--- config.mk ---
export PLATFORM = sky130hd
export DESIGN_NAME = cop_exc_ctrl
export DESIGN_NICKNAME = d
export VERILOG_FILES = /design/src/rtl/cop_exc_ctrl.sv
export SDC_FILE = /design/constraint.sdc
export NUM_CORES = 1
export LEC_CHECK = 0
export CAP_MARGIN = 20
export CORE_AREA = 2 2 99 101
export DETAILED_ROUTE_END_ITERATION = 6
export DIE_AREA = 0 0 101 103
export PLACE_DENSITY = 0.85
export SLEW_MARGIN = 20
export SYNTH_ARGS = -nofsm -noshare
export SYNTH_HDL_FRONTEND = slang
export SYNTH_SLANG_ARGS = --single-unit
export TNS_END_PERCENT = 5
--- constraint.sdc ---
create_clock -name clk -period 2.9 [get_ports clk]
set_input_delay 0.435 -clock clk [delete_from_list [all_inputs] [get_ports clk]]
set_output_delay 0.435 -clock clk [all_outputs]
set_load 0.05 [all_outputs]
--- src/rtl/cop_exc_ctrl.sv ---
// cop_exc_ctrl: coprocessor-0 exception/interrupt sequencer (CAUSE/EPC/STATUS, flush, PC redirect).
// Define COP_TIMER_IRQ_EN to add the COUNT/COMPARE timer interrupt on CAUSE[15].
module cop_exc_ctrl #(
  parameter logic [31:0] EXCEPTION_ENTRY = 32'h80000000,
  parameter int unsigned NUM_IRQ         = 6
) (
  input  logic               clk,
  input  logic               rst,
  input  logic [NUM_IRQ-1:0] irq_in,
  input  logic               instr_valid,
  input  logic [31:0]        instr_pc,
  input  logic [31:0]        next_pc,
  input  logic               exc_sys,
  input  logic               exc_brk,
  input  logic               exc_ri,
  input  logic               eret,
  input  logic               ie_wr,
  input  logic               ie_wdata,
  input  logic               cmp_wr,
  input  logic [31:0]        cmp_wdata,
  output logic               flush,
  output logic               redirect_valid,
  output logic [31:0]        redirect_pc,
  input  logic               redirect_ack,
  output logic [31:0]        cause_out,
  output logic [31:0]        epc_out,
  output logic [31:0]        status_out,
  output logic               busy
);

  typedef enum logic [1:0] {S_IDLE, S_FLUSH, S_REDIRECT} state_t;

  state_t             r_state;
  state_t             w_nextState;
  logic [NUM_IRQ-1:0] r_irqPend;
  logic [4:0]         r_excCode;
  logic [31:0]        r_epc;
  logic [31:0]        r_redirectPc;
  logic               r_ie;
  logic               r_exl;
  logic               w_timerPend;
  logic               w_sampling;
  logic               w_syncExc;
  logic               w_eretGo;
  logic               w_intTake;
  logic               w_fire;
  logic               w_ieWrite;
  logic [4:0]         w_code;
  logic [31:0]        w_cause;

`ifdef COP_TIMER_IRQ_EN
  logic [31:0] r_count;
  logic [31:0] r_compare;
  logic        r_timerPend;

  // A COMPARE write in the same cycle as a match clears the pending bit.
  always_ff @(posedge clk) begin
    if (rst) begin
      r_count     <= '0;
      r_compare   <= '1;
      r_timerPend <= 1'b0;
    end else begin
      r_count <= r_count + 32'd1;
      if (cmp_wr) begin
        r_compare   <= cmp_wdata;
        r_timerPend <= 1'b0;
      end else if (r_count == r_compare) begin
        r_timerPend <= 1'b1;
      end
    end
  end

  assign w_timerPend = r_timerPend;
`else
  logic w_unused;
  assign w_unused    = ^{cmp_wr, cmp_wdata};
  assign w_timerPend = 1'b0;
`endif

  // A no-op eret (EXL=0) does not block a lower-priority interrupt or IE write.
  always_comb begin
    w_sampling = (r_state == S_IDLE) && instr_valid;
    w_syncExc  = w_sampling && (exc_ri || exc_sys || exc_brk);
    w_eretGo   = w_sampling && !w_syncExc && eret && r_exl;
    w_intTake  = w_sampling && !w_syncExc && !w_eretGo &&
                 ((|r_irqPend) || w_timerPend) && r_ie && !r_exl;
    w_fire     = w_syncExc || w_eretGo || w_intTake;
    w_ieWrite  = w_sampling && !w_fire && ie_wr;
    w_code     = 5'd0;
    if (w_syncExc) begin
      if (exc_ri)       w_code = 5'd10;
      else if (exc_sys) w_code = 5'd8;
      else              w_code = 5'd9;
    end
  end

  always_ff @(posedge clk) begin
    if (rst) begin
      r_irqPend    <= '0;
      r_excCode    <= '0;
      r_epc        <= '0;
      r_redirectPc <= '0;
      r_ie         <= 1'b1;
      r_exl        <= 1'b0;
    end else begin
      r_irqPend <= irq_in;
      if (w_syncExc || w_intTake) begin
        r_excCode    <= w_code;
        r_exl        <= 1'b1;
        r_epc        <= w_syncExc ? next_pc : instr_pc;
        r_redirectPc <= EXCEPTION_ENTRY;
      end else if (w_eretGo) begin
        r_exl        <= 1'b0;
        r_redirectPc <= r_epc;
      end else if (w_ieWrite) begin
        r_ie <= ie_wdata;
      end
    end
  end

  always_ff @(posedge clk) begin
    if (rst) r_state <= S_IDLE;
    else     r_state <= w_nextState;
  end

  always_comb begin
    w_nextState = r_state;
    case (r_state)
      S_IDLE:     if (w_fire) w_nextState = S_FLUSH;
      S_FLUSH:    w_nextState = S_REDIRECT;
      S_REDIRECT: if (redirect_ack) w_nextState = S_IDLE;
      default:    w_nextState = S_IDLE;
    endcase
  end

  always_comb begin
    flush          = (r_state == S_FLUSH);
    redirect_valid = (r_state == S_REDIRECT);
    busy           = (r_state != S_IDLE);
  end

  // Timer pending shares CAUSE[15] with the top hardware line.
  always_comb begin
    w_cause                = '0;
    w_cause[6:2]           = r_excCode;
    w_cause[10 +: NUM_IRQ] = r_irqPend;
    w_cause[15]            = w_cause[15] | w_timerPend;
  end

  assign cause_out   = w_cause;
  assign epc_out     = r_epc;
  assign status_out  = {30'd0, r_exl, r_ie};
  assign redirect_pc = r_redirectPc;

endmodule

After elaboration in Yosys (flattened, before gate mapping)
Index checks and enable logic that the tools add are counted.
{"block": "totals", "ff_bits": 79, "in_bits": 113, "output_inout_bits": 131, "wordCells": 52}
{"block": "classes", "n_eq_ne": 4, "mux": 11, "bitwise": 2, "n_reduce_logical": 27}
{"cell": "32-bit 2-to-1 mux", "count": 3}
{"cell": "1-bit logical AND", "count": 11}
{"cell": "2-bit 2-to-1 mux", "count": 3}
{"cell": "2-bit one-hot mux with 3 select lines", "count": 1}
{"cell": "6-bit OR reduction", "count": 1}
{"cell": "1-bit logical OR", "count": 5}
{"cell": "5-bit 2-to-1 mux", "count": 1}
{"cell": "1-bit zero test", "count": 4}
{"cell": "2-bit nonzero test", "count": 2}
{"cell": "1-bit 2-to-1 mux", "count": 3}
{"cell": "3-bit AND reduction", "count": 1}
{"cell": "2-bit by 1-bit equality test with 1-bit output, second input constant", "count": 1}
{"cell": "2-bit equality test, second input constant", "count": 1}
{"cell": "2-bit zero test", "count": 1}
{"cell": "2-bit by 1-bit != test with 1-bit output, second input constant", "count": 1}
{"cell": "2-bit != test, second input constant", "count": 1}
{"cell": "1-bit inverter", "count": 2}
{"cell": "2-bit AND reduction", "count": 1}
{"cell": "2-bit OR reduction", "count": 1}

Depth between registers and ports, before layout
{"block": "logic_depth", "ltp_word": 17, "mapped_depth": 6, "depth_no_buf": 4}

Least setup slack after synthesis
OpenSTA, ideal clock, no wires.
{"block": "synth_timing", "path_type": "in2reg", "from": "input port exc_brk", "to": "register r_redirectPc[0], in the netlist redirect_pc[0]", "arrival_ps": 1633, "path_slack_ps": 1134, "cell_stages": 6, "cell_sequence": "or3_1 or3_1 buf_2 buf_6 nand2_1 a21oi_1"}
{"block": "synth_between", "elab_chain_len": 13}
{"element": "from (decl)", "line_no": "14", "source": "input logic exc_brk,"}
{"element": "1-bit logical OR (*)", "line_no": "83", "source": "w_syncExc = w_sampling && (exc_ri || exc_sys || exc_brk);"}
{"element": "1-bit logical AND (*)", "line_no": "83"}
{"element": "1-bit zero test", "line_no": "84, 85"}
{"element": "1-bit logical AND", "line_no": "84, 85"}
{"element": "1-bit logical AND (2 in a row)", "line_no": "84", "source": "w_eretGo = w_sampling && !w_syncExc && eret && r_exl;"}
{"element": "1-bit zero test", "line_no": "85", "source": "w_intTake = w_sampling && !w_syncExc && !w_eretGo &&"}
{"element": "1-bit logical AND (2 in a row)", "line_no": "85"}
{"element": "1-bit logical AND (2 in a row)", "line_no": "86", "source": "((|r_irqPend) || w_timerPend) && r_ie && !r_exl;"}
{"element": "1-bit logical OR", "line_no": "107", "source": "if (w_syncExc || w_intTake) begin"}
{"element": "2-bit OR reduction (no source line)"}
{"element": "to (signal assigned)", "line_no": "114", "source": "r_redirectPc <= r_epc;"}
{"element": "to (decl)", "line_no": "38", "source": "logic [31:0] r_redirectPc;"}
Every way passes the cells marked *; elsewhere a longest branch is shown, timed or not.
A chain may end at the register's enable or synchronous reset.

Worst setup path after layout
{"block": "layout_timing", "from": "input port instr_valid", "to": "register r_redirectPc[4], in the netlist redirect_pc[4]"}
{"block": "layout_between", "elab_chain_len": 13}
{"element": "from (decl)", "line_no": "10", "source": "input logic instr_valid,"}
{"element": "1-bit logical AND (*)", "line_no": "82", "source": "w_sampling = (r_state == S_IDLE) && instr_valid;"}
{"element": "1-bit logical AND", "line_no": "83"}
{"element": "1-bit zero test", "line_no": "84, 85"}
{"element": "1-bit logical AND", "line_no": "84, 85"}
{"element": "1-bit logical AND (2 in a row)", "line_no": "84"}
{"element": "1-bit zero test", "line_no": "85"}
{"element": "1-bit logical AND (2 in a row)", "line_no": "85"}
{"element": "1-bit logical AND (2 in a row)", "line_no": "86"}
{"element": "1-bit logical OR", "line_no": "107"}
{"element": "2-bit OR reduction (no source line)"}
Marked as above.

==> reports/qor.yml <==
core_area_um2: 9460
hpwl_um: 7760
wirelength_um: 10400
whs_ns: 0.460
startpoint_type: "input port"
diodes: 0
final_cell_mix: "clkdlybuf4s50_1 (157), nand2_1 (134), dfxtp_1 (77)"
ir_drop_uv: 241
rsz0062_at_grt: "no"
max_freq_mhz: 444
post_cts_buffers: 0
vias_per_cell: 4.89
period_needed_ns: 2.25
crit_arrival_ns: 2.49
initialDrtViolationCount: 103
rrSetupSlack_ns: 0.81
finalWeightedCongestion: 0.772
cts-htree-levels: 3
ys_ff_latch: 77
dieArea_um2: 10400
worstPathMaxFanout: 21
grt-ovfl-total: 0
cts_tree: "done"
setup_viol: 0
rows: 36
clk_pin_slew_worst_paths_ns: 0.07
grt_usage: 0.192
critPathRequiredTime_ns: 3.14
dieWidth_um: 101
crit_chain: "clkdlybuf4s50_1, or3b_1, or3_1, buf_12, nand2_1, a21oi_1"
port_buffers: 157
ctsResizeCount: 0
syn_area_per_cell_um2: 8.03
drv_cap: 0
cellLeakagePower_nw: 1.84
yosysWarnings: 0
cp_slowest_stage_delay_ns: 0.69
num_vias: 3446
dr.pass1.iters: 4
drive_above_1_share: 0.0695
wl_per_cell_um: 14.8
post-route-period-util: 0.776
drv_slew: 0
min_path_type: "reg2reg"
grt_pass1_wl_um: 15600
initial_utilization: 0.368
slowest_stage: "or3_1"
cts_buffers: 9
tns_ns: 0
cts.sinks: 77
path_buf_inv: 2
status: "complete, no violations"
layout.nets: 698
grt_pass1_vias: 3274
seq_area_frac_synth: 0.443
area_growth_pct: 49.3
synth_cell_types: 29
p_per_area_nw_per_um2: 521
syn_inst: 434
fin_skew_ns: 0.00986
timing.slew.headroom: 0.553
antenna_found_initial: 0
hold_buffers: 0
criticalPathCategory: "in2reg"
fp.dieH_um: 103
path_delay_family: "simple AND/OR/NAND/NOR gates"
grt_max_degree: 37
layout_commonest_cell: "clkdlybuf4s50_1"
clkLatencyLatePin_ns: 0.35
pin_count: 244
drc: 0
cts_root_buffer: "clkbuf_8"
hold_viol: 0
tightest_slew_ns: 0.671
end_kind: "flip-flop"
clock_path_buffers: 2
drt.antenna.violating_nets: 0
syn_area_um2: 3480
==> logic make-up (layout without fill, tap and decap cells) <==
| logic type | Yosys count | count (layout) | share of synthesized area |
|---|---|---|---|
| AND/OR/NAND/NOR | 191 | 191 | 0.248 |
| flip-flops | 77 | 77 | 0.443 |
| AO/OA/AOI/OAI | 78 | 78 | 0.144 |
| buffers and inverters | 87 | 191 | 0.165 |
| other | 1 | 53 | 0.00108 |
==> layer usage <==
metal | share of wire | vias to the layer above | track usage
met1 | 0.40 | 1617 | 0.216
met3 | 0.056 | 16 | 0.0454
met5 | 0 | - | 0
met4 | 0.021 | 0 | 0.0873
met2 | 0.52 | 136 | 0.348
li1 | - | 1677 | -
==> layout make-up <==
class                           instances  area (um^2)
Clock inverter                          4         47.5
Fill cell                             864         4260
Sequential cell                        77         1540
Multi-Input combinational cell        322         1610
Tap cell                              114          143
Timing Repair Buffer                  174         1710
Clock buffer                           12          145
Inverter                                1         3.75
==> power breakdown <==
group | switching, mW | internal, mW
clock | 0.383 | 0.419
sequential | 0.0423 | 1.11
combinational | 0.513 | 0.241
==> worst register-to-register path, cell delays in order, from the launching register on <==
cell and delay [ns]:
dfxtp_1 0.35, or3b_1 0.50, or3_1 0.69, buf_12 0.28
nand2_1 0.08, a21oi_1 0.07
==> per-stage QoR <==
| stage | instance area [um^2] | std cells | worst slack, ns | power [mW] | utilization |
|---|---|---|---|---|---|
| after floorplan | 3680 | 486 | 1.13 | 1.70 | - |
| after global placement | 5010 | 688 | 0.328 | 1.92 | 0.529 |
| after detailed placement | 5010 | 688 | 0.282 | 1.93 | 0.529 |
| after CTS | 5200 | 704 | 0.656 | 2.73 | 0.550 |
| after global routing | 5200 | 704 | 0.605 | 2.82 | 0.550 |
| final | 5200 | 704 | 0.649 | 2.71 | 0.550 |
==> sequential cells by signal, summed over array words and instances, names as in the netlist <==
signal,count
r_excCode,3
r_ie,1
redirect_pc,32
epc_out,32
r_state,2
r_irqPend,6
r_exl,1
==> final timing paths <==
| path | start | endpoint | cells past startpoint |
|---|---|---|---|
| setup / recovery | instr_valid | redirect_pc[4] | 6 |
| setup reg to reg | r_state[1] | redirect_pc[4] | 5 |
| hold reg to reg | redirect_pc[19] | redirect_pc[19] | 2 |
| hold / removal | redirect_pc[19] | redirect_pc[19] | 2 |
==> cells in the mapped netlist (all sizes together) <==
library cell	number	area, um^2
a21oi	36	180
nand2	134	503
conb	1	3.75
nand4	32	200
nor2	5	18.8
dfxtp	77	1540
and4	1	8.76
clkbuf	13	48.8
inv	1	3.75
a31o	1	8.76
nor2b	8	50.1
o211ai	34	255
nor3b	1	12.5
nor3	3	25.0
or3	3	18.8
buf	73	522
or2	1	6.26
o21ai	2	10.0
a41oi	1	8.76
nand3	1	5.00
and3	1	6.26
a221o	1	10.0
a311oi	1	15.0
or3b	1	8.76
a31oi	2	12.5
Power figures use the tool's default switching activity.
